## config.mk

```make
export PLATFORM = sky130hd
export DESIGN_NAME = cdi_bus_decoder
export DESIGN_NICKNAME = d
export VERILOG_FILES = /design/src/rtl/cdi_bus_pkg.sv /design/src/rtl/cdi_bus_watchdog.sv /design/src/rtl/cdi_bus_decoder.sv
export SDC_FILE = /design/constraint.sdc
export NUM_CORES = 1
export LEC_CHECK = 0
export ABC_AREA = 1
export CELL_PAD_IN_SITES_DETAIL_PLACEMENT = 0
export CELL_PAD_IN_SITES_GLOBAL_PLACEMENT = 1
export CORE_UTILIZATION = 16
export CTS_CLUSTER_SIZE = 40
export DETAILED_ROUTE_END_ITERATION = 6
export PLACE_DENSITY = 0.91
export SLEW_MARGIN = 20
export SYNTH_ARGS = -nofsm -noshare
export SYNTH_HDL_FRONTEND = slang
export SYNTH_SLANG_ARGS = --single-unit
```

## constraint.sdc

```tcl
create_clock -name clk -period 1.8 [get_ports clk]
set_input_delay 0.18 -clock clk [delete_from_list [all_inputs] [get_ports clk]]
set_output_delay 0.18 -clock clk [all_outputs]
set_load 0.02 [all_outputs]
```

## src/rtl/cdi_bus_pkg.sv

```systemverilog
// cdi_bus_pkg: shared FSM state type, bus widths and region-compare helper for the CD-i bus decoder
package cdi_bus_pkg;
  localparam int BUS_ADDR_W = 24;
  localparam int BUS_DATA_W = 16;
  typedef enum logic [1:0] {IDLE, WAIT, ACK, ERR} bus_state_t;
  function automatic logic region_hit(input logic [BUS_ADDR_W-1:0] addr, input logic [BUS_ADDR_W-1:0] base,
                                      input logic [BUS_ADDR_W-1:0] mask);
    return (addr & mask) == (base & mask);
  endfunction
endpackage

```

## src/rtl/cdi_bus_watchdog.sv

```systemverilog
// cdi_bus_watchdog: counts consecutive cycles with run high and flags the cycle the count hits TIMEOUT_CYCLES
//   clk, resetn (async active-low) | run: WAIT-state indicator | expired: last allowed WAIT cycle reached
module cdi_bus_watchdog #(
  parameter int TIMEOUT_CYCLES = 64
) (
  input  logic clk,
  input  logic resetn,
  input  logic run,
  output logic expired
);
  logic [9:0] cnt_q, cnt_d;
  always_comb cnt_d = run ? cnt_q + 10'd1 : '0;
  always_ff @(posedge clk or negedge resetn)
    if (!resetn) cnt_q <= '0;
    else cnt_q <= cnt_d;
  // cnt_q holds the number of WAIT cycles already completed, so this fires in WAIT cycle TIMEOUT_CYCLES
  assign expired = run && (cnt_q == 10'(TIMEOUT_CYCLES - 1));
endmodule

```

## src/rtl/cdi_bus_decoder.sv

```systemverilog
// cdi_bus_decoder: SCC68070 bus decoder with one-hot chip selects, wait-state/slave ack and bus error
//   in : clk, resetn (async active-low), addr[23:1], as, uds, lds, write_strobe, slave_dout, slave_ack
//   out: data_in, bus_ack, bus_err, slave_cs (one-hot), slave_write (write_strobe forwarded to slaves)
//   CDI_BUS_TIMEOUT_EN: when defined, a watchdog turns a WAIT lasting TIMEOUT_CYCLES into bus_err
module cdi_bus_decoder
  import cdi_bus_pkg::*;
#(
  parameter int                                      NUM_REGIONS    = 5,
  parameter logic [NUM_REGIONS-1:0][BUS_ADDR_W-1:0] REGION_BASE    = '0,
  parameter logic [NUM_REGIONS-1:0][BUS_ADDR_W-1:0] REGION_MASK    = '0,
  parameter logic [NUM_REGIONS-1:0][3:0]            REGION_WAIT    = {NUM_REGIONS{4'd1}},
  parameter logic [NUM_REGIONS-1:0]                 REGION_EXT_ACK = '0,
  parameter int                                      TIMEOUT_CYCLES = 64
) (
  input  logic                              clk,
  input  logic                              resetn,
  input  logic [23:1]                       addr,
  input  logic                              as,
  input  logic                              uds,
  input  logic                              lds,
  input  logic                              write_strobe,
  output logic [BUS_DATA_W-1:0]             data_in,
  output logic                              bus_ack,
  output logic                              bus_err,
  output logic [NUM_REGIONS-1:0]            slave_cs,
  output logic                              slave_write,
  input  logic [NUM_REGIONS*BUS_DATA_W-1:0] slave_dout,
  input  logic [NUM_REGIONS-1:0]            slave_ack
);
  localparam int SW = NUM_REGIONS > 1 ? $clog2(NUM_REGIONS) : 1;
  bus_state_t            state_q, state_d;
  logic [SW-1:0]         sel_q, sel_d, hit_idx;
  logic [3:0]            wait_q, wait_d;
  logic [BUS_DATA_W-1:0] data_q, data_d;
  logic                  hit_any, start, done, expired;
  // scan downwards so the lowest matching index is the one left standing
  always_comb begin
    hit_any = 1'b0;
    hit_idx = '0;
    for (int i = NUM_REGIONS - 1; i >= 0; i--)
      if (region_hit({addr, 1'b0}, REGION_BASE[i], REGION_MASK[i])) begin
        hit_any = 1'b1;
        hit_idx = SW'(i);
      end
  end
  assign start = (state_q == IDLE) && as && (uds || lds);
  assign done  = REGION_EXT_ACK[sel_q] ? slave_ack[sel_q] : (wait_q == 4'd0);
`ifdef CDI_BUS_TIMEOUT_EN
  cdi_bus_watchdog #(.TIMEOUT_CYCLES(TIMEOUT_CYCLES)) u_watchdog (
    .clk    (clk),
    .resetn (resetn),
    .run    (state_q == WAIT),
    .expired(expired)
  );
`else
  assign expired = 1'b0;
`endif
  always_ff @(posedge clk or negedge resetn)
    if (!resetn) begin
      state_q <= IDLE;
      sel_q   <= '0;
      wait_q  <= '0;
      data_q  <= '0;
    end else begin
      state_q <= state_d;
      sel_q   <= sel_d;
      wait_q  <= wait_d;
      data_q  <= data_d;
    end
  // an abort outranks completion, and completion outranks the watchdog
  always_comb begin
    state_d = state_q;
    case (state_q)
      IDLE:    if (start) state_d = hit_any ? WAIT : ERR;
      WAIT:    state_d = !as ? IDLE : done ? ACK : expired ? ERR : WAIT;
      default: if (!uds && !lds) state_d = IDLE;
    endcase
  end
  always_comb begin
    sel_d  = start ? hit_idx : sel_q;
    wait_d = start ? REGION_WAIT[hit_idx] : (state_q == WAIT && wait_q != 4'd0) ? wait_q - 4'd1 : wait_q;
    data_d = (state_q == WAIT && state_d == ACK) ? slave_dout[BUS_DATA_W*sel_q +: BUS_DATA_W] : data_q;
  end
  always_comb begin
    slave_cs    = (state_q == WAIT || state_q == ACK) ? NUM_REGIONS'(NUM_REGIONS'(1) << sel_q) : '0;
    bus_ack     = state_q == ACK;
    bus_err     = state_q == ERR;
    slave_write = write_strobe;
  end
  assign data_in = data_q;
endmodule

```

==> results of run 1 <==
## layer usage
| metal | vias up | wire length [um] |
|---|---|---|
| li1 | 486 | - |
| met3 | 2 | 108 |
| met5 | - | 0 |
| met4 | 0 | 47 |
| met2 | 25 | 1174 |
| met1 | 430 | 1242 |
## Yosys cell counts (all sizes together)
| library cell | instances | area (sq um) |
|---|---|---|
| conb | 1 | 3.750 |
| buf | 7 | 53.80 |
| a21oi | 2 | 10.01 |
| nor2 | 7 | 45.05 |
| dfrtp | 22 | 550.5 |
| o22ai | 1 | 6.260 |
| nand2 | 43 | 168.9 |
| inv | 12 | 45.04 |
| nand3 | 23 | 132.6 |
| o21ai | 4 | 20.02 |
| ha | 5 | 62.56 |
| clkbuf | 1 | 7.510 |
## path summary, 6_finish.rpt
kind,cells past startpoint,start,end
min in group clk,0,write_strobe,slave_write
hold reg to reg,1,wait_q[3],wait_q[3]
hold / removal,2,resetn,wait_q[1]
setup / recovery,3,state_q[0],bus_ack
max in group asynchronous,2,resetn,data_in[15]
setup reg to reg,10,state_q[0],data_in[3]
## cell families after synthesis
group	Yosys count	share of synthesized area, %
other cells	1	0.3390
fa+ha+maj	5	5.656
compound gates	7	3.281
flops	22	49.77
buf+inv	20	9.615
simple gates	73	31.34
## worst max-delay path, stage by stage, from the launching register on
cell and delay, ns:
dfrtp_1 0.38, inv_1 0.12, ha_1 0.16, clkdlybuf4s50_1 0.59
## what timing repair did
item	CTS	global route
setup endpoints to repair	0	15
resized for setup	0	4
buffers inserted	0	2
## flip-flops by register name (all words and copies together) (netlist names)
register	cells
state_q	2
wait_q	4
data_in	16
## stage by stage
stage                     power [W]  hold WS, ns  std cells  util, %  area [sq um]
after global routing       0.003322       0.3015        251    25.79          1675
after floorplan            0.001962      -0.1156        131        -          1117
after global placement     0.002675       0.3601        246    24.56          1595
after detailed placement   0.002703       0.3601        246    24.56          1595
final                      0.003058       0.2742        251    25.79          1675
after CTS                  0.003026       0.2990        249    25.20          1637
## layout make-up
cell class | count | area [sq um]
Inverter | 12 | 45.04
Tap cell | 77 | 96.34
Clock buffer | 3 | 41.29
Timing Repair Buffer | 48 | 460.4
Fill cell | 715 | 4820
Sequential cell | 22 | 550.5
Multi-Input combinational cell | 89 | 481.7
## cell usage in the layout, fill, tap and decap left out, drive strengths merged
cell type	netlist	routed
nand2	43	43
clkdlybuf4s50	0	38
nand3	23	23
dfrtp	22	22
inv	12	12
buf	7	9
nor2	7	7
ha	5	5
o21ai	4	4
conb	1	4
clkbuf	1	3
a21oi	2	2
o22ai	1	1
dlymetal6s2s	0	1
## power by group
| group | switching [W] | internal, W | leakage [nW] |
|---|---|---|---|
| logic | 0.00106 | 0.000826 | 0.530 |
| registers | 0.000127 | 0.000746 | 0.279 |
| clock network | 0.000154 | 0.000149 | 0.0216 |
==> flow_summary.json, run 1 <==
{
  "outcome": "complete, no violations",
  "cts.sinks": 22,
  "num_rows": 29,
  "pin_count": 138,
  "drive_gt1_share_pct": 10.92,
  "cp.arrival_ns": 1.51,
  "gp_congestion": 0.6987,
  "grt_max_degree": 23,
  "end_kind": "output pin",
  "cts_buffer_depth": 2,
  "wl_um": 2572,
  "r2r_slack_ns": 0.16,
  "dp_slack_ns": 0.07327,
  "dp_hpwl_um": 1940,
  "grt_antenna_before_repair": 0,
  "setup_viol": 0,
  "antenna_cells": 0,
  "gr-total-overflow": 0,
  "io_buffers": 39,
  "clock_latency_ns": 0.26,
  "grt.met3_usage_pct": 1.070,
  "syn_inst": 128,
  "synthesis.area_sq_um": 1106,
  "rsz0062_at_grt": "false",
  "crit_path_start_kind": "register",
  "syn2layout_area_growth_pct": 51.47,
  "fmax_mhz": 592.9,
  "post-route-min-period_ns": 1.687,
  "yosys_warnings": 0,
  "postCtsHoldBufs": 0,
  "wl_per_cell_um": 10.25,
  "clk_pin_slew_ns": 0.08,
  "busiest_layer": "met2",
  "grt_pass1_wl_um": 4291,
  "grtUsageTotal_pct": 7.564,
  "cts-buffers-inserted": 3,
  "use_met2_pct": 11.80,
  "skew_ns": 0.001179,
  "finalHoldViolCount": 0,
  "cts_root_buf": "clkbuf_8",
  "initial_core_util_pct": 17.03,
  "drtPass1Iterations": 3,
  "ir_drop_uv": 556.3,
  "yosysSeqAreaShare_pct": 49.77,
  "synth-seq-cells": 22,
  "required_ns": 1.62,
  "finalMaxSlewViolations": 0,
  "grt_pass1_vias": 902,
  "nNetsFinal": 295,
  "syn_avg_cell_area_sq_um": 8.641,
  "ys_types": 20,
  "die_h_um": 85.15,
  "hp-class": "input pin to asynchronous set/reset pin",
  "htreeDepth": 1,
  "vias": 943,
  "crit_fanout": 2,
  "finalSetupTns_ns": 0,
  "die-area_sq_um": 7250,
  "drv_cap": 0,
  "coreArea_sq_um": 6495,
  "route.detailed.drc": 0,
  "die_w_um": 85.15,
  "critPathKind": "register to output pin",
  "period_share_pct": 93.70,
  "fin_ws_ns": 0.1134,
  "postRouteAntennaNets": 0,
  "cts_tree": "done",
  "powerDensity_nw_per_um2": 1825,
  "leakagePower_nw": 0.8311,
  "use_met1_pct": 9.892,
  "drt_iter0_drc": 33,
  "vias_per_cell": 3.757
}
Power figures use the tool's default switching activity.
==> run 2, diff against run 1 <==
--- a/config.mk
+++ b/config.mk
@@ -12,7 +12,6 @@
 export CTS_CLUSTER_SIZE = 40
 export DETAILED_ROUTE_END_ITERATION = 6
 export PLACE_DENSITY = 0.91
-export SLEW_MARGIN = 20
 export SYNTH_ARGS = -nofsm -noshare
 export SYNTH_HDL_FRONTEND = slang
 export SYNTH_SLANG_ARGS = --single-unit
==> results of run 2 <==
The final DEF is identical to that of run 1; final timing and power are the same.
